$ cat src/rtl/jk_pkg.sv
// Shared definitions for the JK excitation driver.
//   state_t       : controller states
//   EXC_TBL_HOLD  : {J,K} codes indexed by {cur,tgt}, don't-cares filled with 0
//   EXC_TBL_TOGGLE: {J,K} codes indexed by {cur,tgt}, don't-cares filled with 1
//   CNT_W         : settle counter width (SETTLE legal range 0..15)
package jk_pkg;

   typedef enum logic [1:0] {
      S_IDLE  = 2'd0,
      S_DRIVE = 2'd1,
      S_WAIT  = 2'd2,
      S_CHECK = 2'd3
   } state_t;

   localparam int CNT_W = 4;

   // Packed as [7:6]=11, [5:4]=10, [3:2]=01, [1:0]=00 where the index is
   // {cur,tgt}. Each 2-bit entry is {J,K}.
   localparam logic [7:0] EXC_TBL_HOLD   = {2'b00, 2'b01, 2'b10, 2'b00};
   localparam logic [7:0] EXC_TBL_TOGGLE = {2'b10, 2'b11, 2'b11, 2'b01};

   function automatic logic [1:0] exc_code(input logic cur, input logic tgt,
                                           input logic dc_fill);
      logic [7:0] tbl;
      int         idx;
      tbl = dc_fill ? EXC_TBL_TOGGLE : EXC_TBL_HOLD;
      idx = {30'd0, cur, tgt} * 2;
      return tbl[idx +: 2];
   endfunction

endpackage

$ cat src/rtl/jk_excitation_driver_excite.sv
// Purely combinational JK excitation: for every bit, the {J,K} pair that
// moves a JK flip-flop from cur to tgt on its next clock.
//   cur : current Q of each flip-flop
//   tgt : desired Q of each flip-flop
//   j,k : excitation inputs for the bank
module jk_excite
   import jk_pkg::*;
#(
   parameter int WIDTH   = 4,
   parameter bit DC_FILL = 1'b0
) (
   input  logic [WIDTH-1:0] cur,
   input  logic [WIDTH-1:0] tgt,
   output logic [WIDTH-1:0] j,
   output logic [WIDTH-1:0] k
);

   for (genvar b = 0; b < WIDTH; b++) begin : g_bit
      logic [1:0] code;
      assign code = exc_code(cur[b], tgt[b], DC_FILL);
      assign j[b] = code[1];
      assign k[b] = code[0];
   end

endmodule

$ cat src/rtl/jk_excitation_driver.sv
// JK excitation driver: takes a target word, drives the JK bank for one
// cycle with the excitation that reaches it, holds for SETTLE cycles, then
// reads the bank back and flags any bit that missed.
//   clk, rst_n          : clock, async active-low reset
//   tgt_valid/tgt_ready : target handshake (ready only in IDLE)
//   tgt_data            : desired bank state
//   Q_fb                : bank state feedback
//   J, K                : registered bank excitation
//   busy                : transaction in progress
//   done, err           : readback pulse and its mismatch flag
//   err_mask            : per-bit mismatch of the last readback (held)
//
// state   | meaning
// --------+-----------------------------------------------------------
// S_IDLE  | waiting for a target, J=K=0
// S_DRIVE | one cycle of excitation on J/K
// S_WAIT  | J=K=0 for SETTLE cycles while the bank settles
// S_CHECK | done pulse, readback result registered
module jk_excitation_driver
   import jk_pkg::*;
#(
   parameter int WIDTH   = 4,
   parameter int SETTLE  = 2,
   parameter bit DC_FILL = 1'b0
) (
   input  logic             clk,
   input  logic             rst_n,
   input  logic             tgt_valid,
   output logic             tgt_ready,
   input  logic [WIDTH-1:0] tgt_data,
   input  logic [WIDTH-1:0] Q_fb,
   output logic [WIDTH-1:0] J,
   output logic [WIDTH-1:0] K,
   output logic             busy,
   output logic             done,
   output logic             err,
   output logic [WIDTH-1:0] err_mask
);

   localparam logic [CNT_W-1:0] SETTLE_LD =
      (SETTLE > 0) ? CNT_W'(SETTLE - 1) : '0;

   state_t             state;
   logic [CNT_W-1:0]   settle_cnt;
   logic [WIDTH-1:0]   tgt_r;
   logic [WIDTH-1:0]   cur_r;
   logic [WIDTH-1:0]   cur_d;
   logic [WIDTH-1:0]   tgt_d;
   logic [WIDTH-1:0]   exc_j;
   logic [WIDTH-1:0]   exc_k;
   logic [WIDTH-1:0]   miss;

   assign tgt_ready = (state == S_IDLE);

   // The excitation is evaluated on the values being captured, so J/K can be
   // registered on the accept edge and present for the whole DRIVE cycle.
   assign cur_d = tgt_ready ? Q_fb     : cur_r;
   assign tgt_d = tgt_ready ? tgt_data : tgt_r;

   jk_excite #(
      .WIDTH   (WIDTH),
      .DC_FILL (DC_FILL)
   ) u_excite (
      .cur (cur_d),
      .tgt (tgt_d),
      .j   (exc_j),
      .k   (exc_k)
   );

   assign miss = Q_fb ^ tgt_r;

   always_ff @(posedge clk or negedge rst_n) begin
      if (!rst_n) begin
         state      <= S_IDLE;
         settle_cnt <= '0;
         tgt_r      <= '0;
         cur_r      <= '0;
         J          <= '0;
         K          <= '0;
         busy       <= 1'b0;
         done       <= 1'b0;
         err        <= 1'b0;
         err_mask   <= '0;
      end else begin
         case (state)
            S_IDLE: begin
               J    <= '0;
               K    <= '0;
               done <= 1'b0;
               err  <= 1'b0;
               if (tgt_valid) begin
                  tgt_r <= tgt_data;
                  cur_r <= Q_fb;
                  J     <= exc_j;
                  K     <= exc_k;
                  busy  <= 1'b1;
                  state <= S_DRIVE;
               end
            end
            S_DRIVE: begin
               J          <= '0;
               K          <= '0;
               settle_cnt <= SETTLE_LD;
               if (SETTLE == 0) begin
                  // Readback result is registered on the edge entering
                  // CHECK so err/err_mask are valid alongside done.
                  done     <= 1'b1;
                  err      <= |miss;
                  err_mask <= miss;
                  state    <= S_CHECK;
               end else begin
                  state <= S_WAIT;
               end
            end
            S_WAIT: begin
               J <= '0;
               K <= '0;
               if (settle_cnt == '0) begin
                  done     <= 1'b1;
                  err      <= |miss;
                  err_mask <= miss;
                  state    <= S_CHECK;
               end else begin
                  settle_cnt <= settle_cnt - 1'b1;
               end
            end
            S_CHECK: begin
               J     <= '0;
               K     <= '0;
               done  <= 1'b0;
               err   <= 1'b0;
               busy  <= 1'b0;
               state <= S_IDLE;
            end
            default: begin
               J     <= '0;
               K     <= '0;
               done  <= 1'b0;
               err   <= 1'b0;
               busy  <= 1'b0;
               state <= S_IDLE;
            end
         endcase
      end
   end

endmodule

$ cat config.mk
export PLATFORM = sky130hd
export DESIGN_NAME = jk_excitation_driver
export DESIGN_NICKNAME = d
export VERILOG_FILES = /design/src/rtl/jk_pkg.sv /design/src/rtl/jk_excitation_driver_excite.sv /design/src/rtl/jk_excitation_driver.sv
export SDC_FILE = /design/constraint.sdc
export NUM_CORES = 1
export LEC_CHECK = 0
export CORE_ASPECT_RATIO = 1.2
export CORE_UTILIZATION = 46
export CTS_BUF_LIST = sky130_fd_sc_hd__clkbuf_2 sky130_fd_sc_hd__clkbuf_4 sky130_fd_sc_hd__clkbuf_8
export DETAILED_ROUTE_END_ITERATION = 8
export HOLD_SLACK_MARGIN = 0.06
export PLACE_DENSITY = 0.77
export SYNTH_ARGS = -nofsm -noshare
export SYNTH_HDL_FRONTEND = slang
export SYNTH_SLANG_ARGS = --single-unit
$ cat constraint.sdc
create_clock -name clk -period 1.4 [get_ports clk]
set_input_delay 0.21 -clock clk [delete_from_list [all_inputs] [get_ports clk]]
set_output_delay 0.21 -clock clk [all_outputs]
set_load 0.05 [all_outputs]
---- Word level (Yosys, flattened, before mapping) ----
Cells that the tools add are included.
word-level totals
  word-level logic and storage cells ...... 53
  register bits after elaboration ......... 29
  bits of input ports ..................... 11
  output and inout bits ................... 16
operators by class
  muxes and demuxes ....................... 17
  shift-type cells ........................ 4
  reduce and logical (&&, ||, !) cells .... 14
  equal/unequal tests ..................... 6
  add/sub/neg operators ................... 1
  bitwise gates (word level) .............. 1
operator list
  kind                    count
  $shiftx 8x4->2 const A  4
  $pmux 4 s2              3
  $mux 4                  5
  $reduce_and 2->1        6
  $pmux 2 s4              1
  $ne 2x2->1 const B      3
  $pmux 1 s2              3
  $reduce_bool 2->1       3
  $eq 2x2->1 const B      2
  $logic_not 4->1         1
  $mux 2                  2
  $reduce_or 4->1         1
  $sub 4x1->4 const B     1
  $xor 4x4->4             1
  $mux 1                  3
  $reduce_or 3->1         1
  $eq 2x1->1 const B      1
  $logic_not 2->1         1
  $reduce_or 2->1         1

---- Depth between registers and ports, before layout ----
  depth in word-level cells ............... 5
  mapped depth ............................ 6
  depth with buffers taken out ............ 5

---- Cells and area by module ----
A second synthesis with hierarchy kept.
second synthesis, totals
  cell total of the unflattened synthesis .. 120
  area, all modules ....................... 1433.9 µm²
modules (own cells, without submodules)
  module                area an instance (µm²)  cells each  instances  sequential area each (µm²)
  jk_excitation_driver  1363.8                  112         1          725.7
  jk_excite             70.1                    8           1          0.0

---- Least setup slack after synthesis ----
No wires, ideal clock.
  path type ............................... register to register
  start ................................... reg state[0]
  end ..................................... reg J[3]
  clock period less this slack ............ 1.496 ns
  setup time .............................. 0.088 ns
  buffers on the path ..................... 0
  arrival time ............................ 1.408 ns
  data required time ...................... 1.312 ns
  setup slack ............................. -0.096 ns
  cell stages (with the launch flop) ...... 5
  cell sequence ........................... dfrtp_1 inv_1 ha_1 nand2_1 nor3b_1
on the way
  word-level cells in the longest chain between the ends .. 5
  elaborated cells on any way between the ends .. 10
  classes of those cells .................. eq/ne: 3; shift: 1; mux: 4; reduce/logical: 2
ends and longest elaborated chain
  item                       RTL line                                                RTL
  start, declared            jk_excitation_driver.sv:43                              state_t state;
  start signal, assigned     jk_excitation_driver.sv:74                              state <= S_IDLE;
  start signal, assigned     jk_excitation_driver.sv:97                              state <= S_DRIVE;
  start signal, assigned     jk_excitation_driver.sv:110                             state <= S_CHECK;
  $logic_not 2->1 (*)        jk_excitation_driver.sv:53                              assign tgt_ready = (state == S_IDLE);
  via tgt_ready              jk_excitation_driver.sv:29                              output logic tgt_ready,
  $mux 4 (on tied branches)  jk_excitation_driver.sv:58, jk_excitation_driver.sv:57
  $shiftx 8x4->2             jk_pkg.sv:28                                            return tbl[idx +: 2];
  $mux 4                     jk_excitation_driver.sv:91                              if (tgt_valid) begin
  $pmux 4 s2 (*)             jk_excitation_driver.sv:85                              case (state)
  end signal, assigned       jk_excitation_driver.sv:94                              J <= exc_j;
  end, declared              jk_excitation_driver.sv:32                              output logic [WIDTH-1:0] J,
The timed path passes the listed nets; every way through them passes the cells marked *.
A chain may end at the register's enable or synchronous reset.

---- Worst setup path in the final report ----
  start ................................... reg settle_cnt[1]
  end ..................................... reg state[1]
on the way
  word-level cells in the longest chain between the ends .. 3
ends and longest elaborated chain
  item                               RTL line                     RTL
  start, declared                    jk_excitation_driver.sv:44   logic [CNT_W-1:0] settle_cnt;
  start signal, assigned             jk_excitation_driver.sv:124  settle_cnt <= settle_cnt - 1'b1;
  $logic_not 4->1                    jk_excitation_driver.sv:118  if (settle_cnt == '0) begin
  $ne 2x2->1 (no source line)        n/a
  $reduce_and 2->1 (no source line)  n/a
  end signal, assigned               jk_excitation_driver.sv:112  state <= S_WAIT;
  end signal, assigned               jk_excitation_driver.sv:122  state <= S_CHECK;
  end signal, assigned               jk_excitation_driver.sv:133  state <= S_IDLE;
Every way passes these cells.

==> metrics.csv <==
metric;value;unit
critPathKind;register to register;
antenna_cells;0;
place.gp.congestion;0.742;
synthMuxAreaShare;0.115;
worstPathCellList;inv_2 -> ha_4 -> or3b_4 -> a21oi_4 -> mux2i_1;
vdd_drop_max;1.87;mV
antenna_found_initial;0;
end_kind;register;
start_util;0.500;
clk-insertion-delay-late;340;ps
dp_hpwl;2010;um
dr.pass1.iters;4;
drc;0;
area.sequential;626;sq um
p_leak;0.857;nW
reg2reg_slack;-40;ps
synth-edff-count;0;
relSlewSlack;0.777;
post-route-period-util;1.03;
startpoint_type;register;
yosys_warnings;0;
cts-buffers-inserted;3;
overflow;0;
synthMostInstantiatedCell;dfrtp_1;
postSynthCellCount;100;
synthAdderAreaFrac;0.0638;
maxSlewViolCount;0;
synth-compound-area-share;0.0883;
drtIter0Drc;22;
fmax;694;MHz
critPathMaxFanout;2;
ys_seq_elements;25;
drive_above_1_share;0.434;
synth_top_cells_by_area;dfrtp_1, mux2i_1, ha_1;
ctsHoldBuffers;0;
num-nets-final;161;
dp.cells;164;
cts_htree_levels;1;
critPathBufInv;1;
highest_layer;met4;
fillers;143;
required;1670;ps
ys_async_sr_fraction;1.00;
power.share.clock;0.077;
core_area;2350;sq um
cts_tree;built;
grt.total_usage;0.236;
netSwitchingPower;1.85;mW
die_h;57.4;um
ys.flop_type;dfrtp_1;
final_antenna_net_count;0;
viasPerCell;5.26;
avgSynthCellArea;11.8;sq um
io_buffers;26;
clkTransAtPathRegs;140;ps
crit_family;flip-flops;
outcome;finished, violations left;
intPower;2.52;mW
slowest_delay;430;ps
ys_seq_area_frac;0.532;
synthXorXnorAreaFrac;0.0298;
fin_cells;174;
dr_wl_met2;1630;um
synth_nets;117;
netlist_area;1180;sq um
rsz0062_at_grt;true;
synth_top_area_cell;dfrtp_1;
wl_per_cell;17.0;um
synth_top_family_by_area;simple AND/OR/NAND/NOR gates;
finalHoldViolCount;0;
sequentialPowerShare;0.286;
die_area;2760;sq um
reg2reg_depth;5;
routed_wl;2960;um
maxCapViolCount;0;
power_density;2320;nW/um^2
worst_path_max_delay_cell;dfrtp_1;
ios;27;
hold_path_class;input pin to asynchronous set/reset pin;
yosys.area_share.simple;0.137;
cp.arrival;1710;ps
synthToLayoutAreaGrowth;60.4;%
dieWidth;48.2;um
clock-skew-final;5.33;ps
r2r-end;state[1];
yosysTopAreaCellShare;0.532;
clockBufferDepth;2;
violations;setup timing;
synth_cell_types;30;
rows;19;
via_count;916;
setup_ws;-40.7;ps
cts-root-buf;clkbuf_4;
grt_max_degree;26;
setup_viol;5;
wl_met1;1170;um
multi_input_area;622;sq um
ys_top_cells_by_count;dfrtp_1, mux2i_1, inv_1, nand2_1;
clock_sinks;25;
holdWs;230;ps
tightestPinTransition;334;ps
r2r_start;settle_cnt[1];
first_global_vias;959;
combinationalPowerShare;0.637;
met3_length;100;um
switching_share;0.424;
period_minus_slack;1440;ps
grt_pass1_wl;4420;um
## timing repair
action / in CTS / in global routing
setup buffers: 4 / 2
endpoints found under the setup margin: 12 / 13
gates resized for setup: 14 / 8
pin swaps: 1 / 1
## flip-flops by register name, summed over array words and instances (netlist names)
register    flops
J               4
K               4
err_mask        4
settle_cnt      4
tgt_r           4
state           2
busy            1
done            1
err             1
## cell type report
class | instances | share of cell area
repair buffers | 42 | 0.288
clock buffers | 3 | 0.0119
multi-input cells | 65 | 0.330
inverters | 7 | 0.0153
clock inverters | 1 | 0.00265
flip-flops and latches | 25 | 0.332
well taps | 31 | 0.0206
## cells by family after synthesis
kind of cell | Yosys count
DFF | 25
adders and majority gates | 6
xor gates and xnor gates | 4
buffers and inverters | 10
AOI/OAI and AO/OA | 15
and+or+nand+nor | 27
muxes | 13
## how the worst max path moves through the flow
stage | startpoint | depth (start not counted) | to | slack (ps)
final | settle_cnt[1] | 5 | state[1] | -40
after global routing | settle_cnt[1] | 5 | state[1] | -100
after CTS | settle_cnt[0] | 5 | state[1] | -50
after detailed placement | state[0] | 5 | err_mask[2] | -60
after global placement | settle_cnt[0] | 5 | settle_cnt[0] | 10
after floorplan | settle_cnt[0] | 5 | state[1] | -20
## routing by layer
| layer | vias to the layer above | track usage |
|---|---|---|
| li1 | 433 | - |
| met2 | 24 | 0.389 |
| met1 | 452 | 0.276 |
| met4 | 0 | 0.115 |
| met3 | 7 | 0.0538 |
| met5 | - | 0 |
## metrics by stage
step | instance area, sq um | utilization | power, mW | setup TNS (ps) | worst slack, ps
3_5_place_dp | 1700 | 0.724 | 3.59 | -217 | -55.0
2_1_floorplan | 1180 | - | 2.53 | -15.3 | -15.3
3_3_place_gp | 1700 | 0.724 | 3.49 | 0 | 10.9
6_report | 1890 | 0.802 | 4.37 | -98.7 | -40.7
5_1_grt | 1890 | 0.802 | 4.61 | -446 | -99.1
4_1_cts | 1820 | 0.772 | 4.17 | -59.3 | -46.3
## power by group through the flow
stage	registers, mW	logic, mW	clock network [mW]
global route	1.28	2.95	0.375
floorplan	1.54	0.991	0
CTS	1.23	2.60	0.340
global placement	1.22	2.26	0
detailed placement	1.24	2.35	0
finish	1.25	2.79	0.338
## cells in the final DEF, fill, tap and decap left out, types with 2 or more instances in the layout
| cell type | count |
|---|---|
| ha_1 | 2 |
| inv_2 | 3 |
| dfrtp_1 | 25 |
| ha_4 | 4 |
| buf_4 | 15 |
| mux2i_1 | 8 |
| inv_1 | 3 |
| nand2_1 | 5 |
| nor3_2 | 2 |
| o21ai_0 | 6 |
| xnor2_1 | 4 |
| nor3_1 | 2 |
| and3_1 | 3 |
| clkbuf_4 | 3 |
| nand2_2 | 2 |
| clkdlybuf4s50_1 | 10 |
| a21oi_1 | 2 |
| nor2_1 | 3 |
| mux2_2 | 4 |
| buf_12 | 16 |
(Power assumes the default switching activity.)
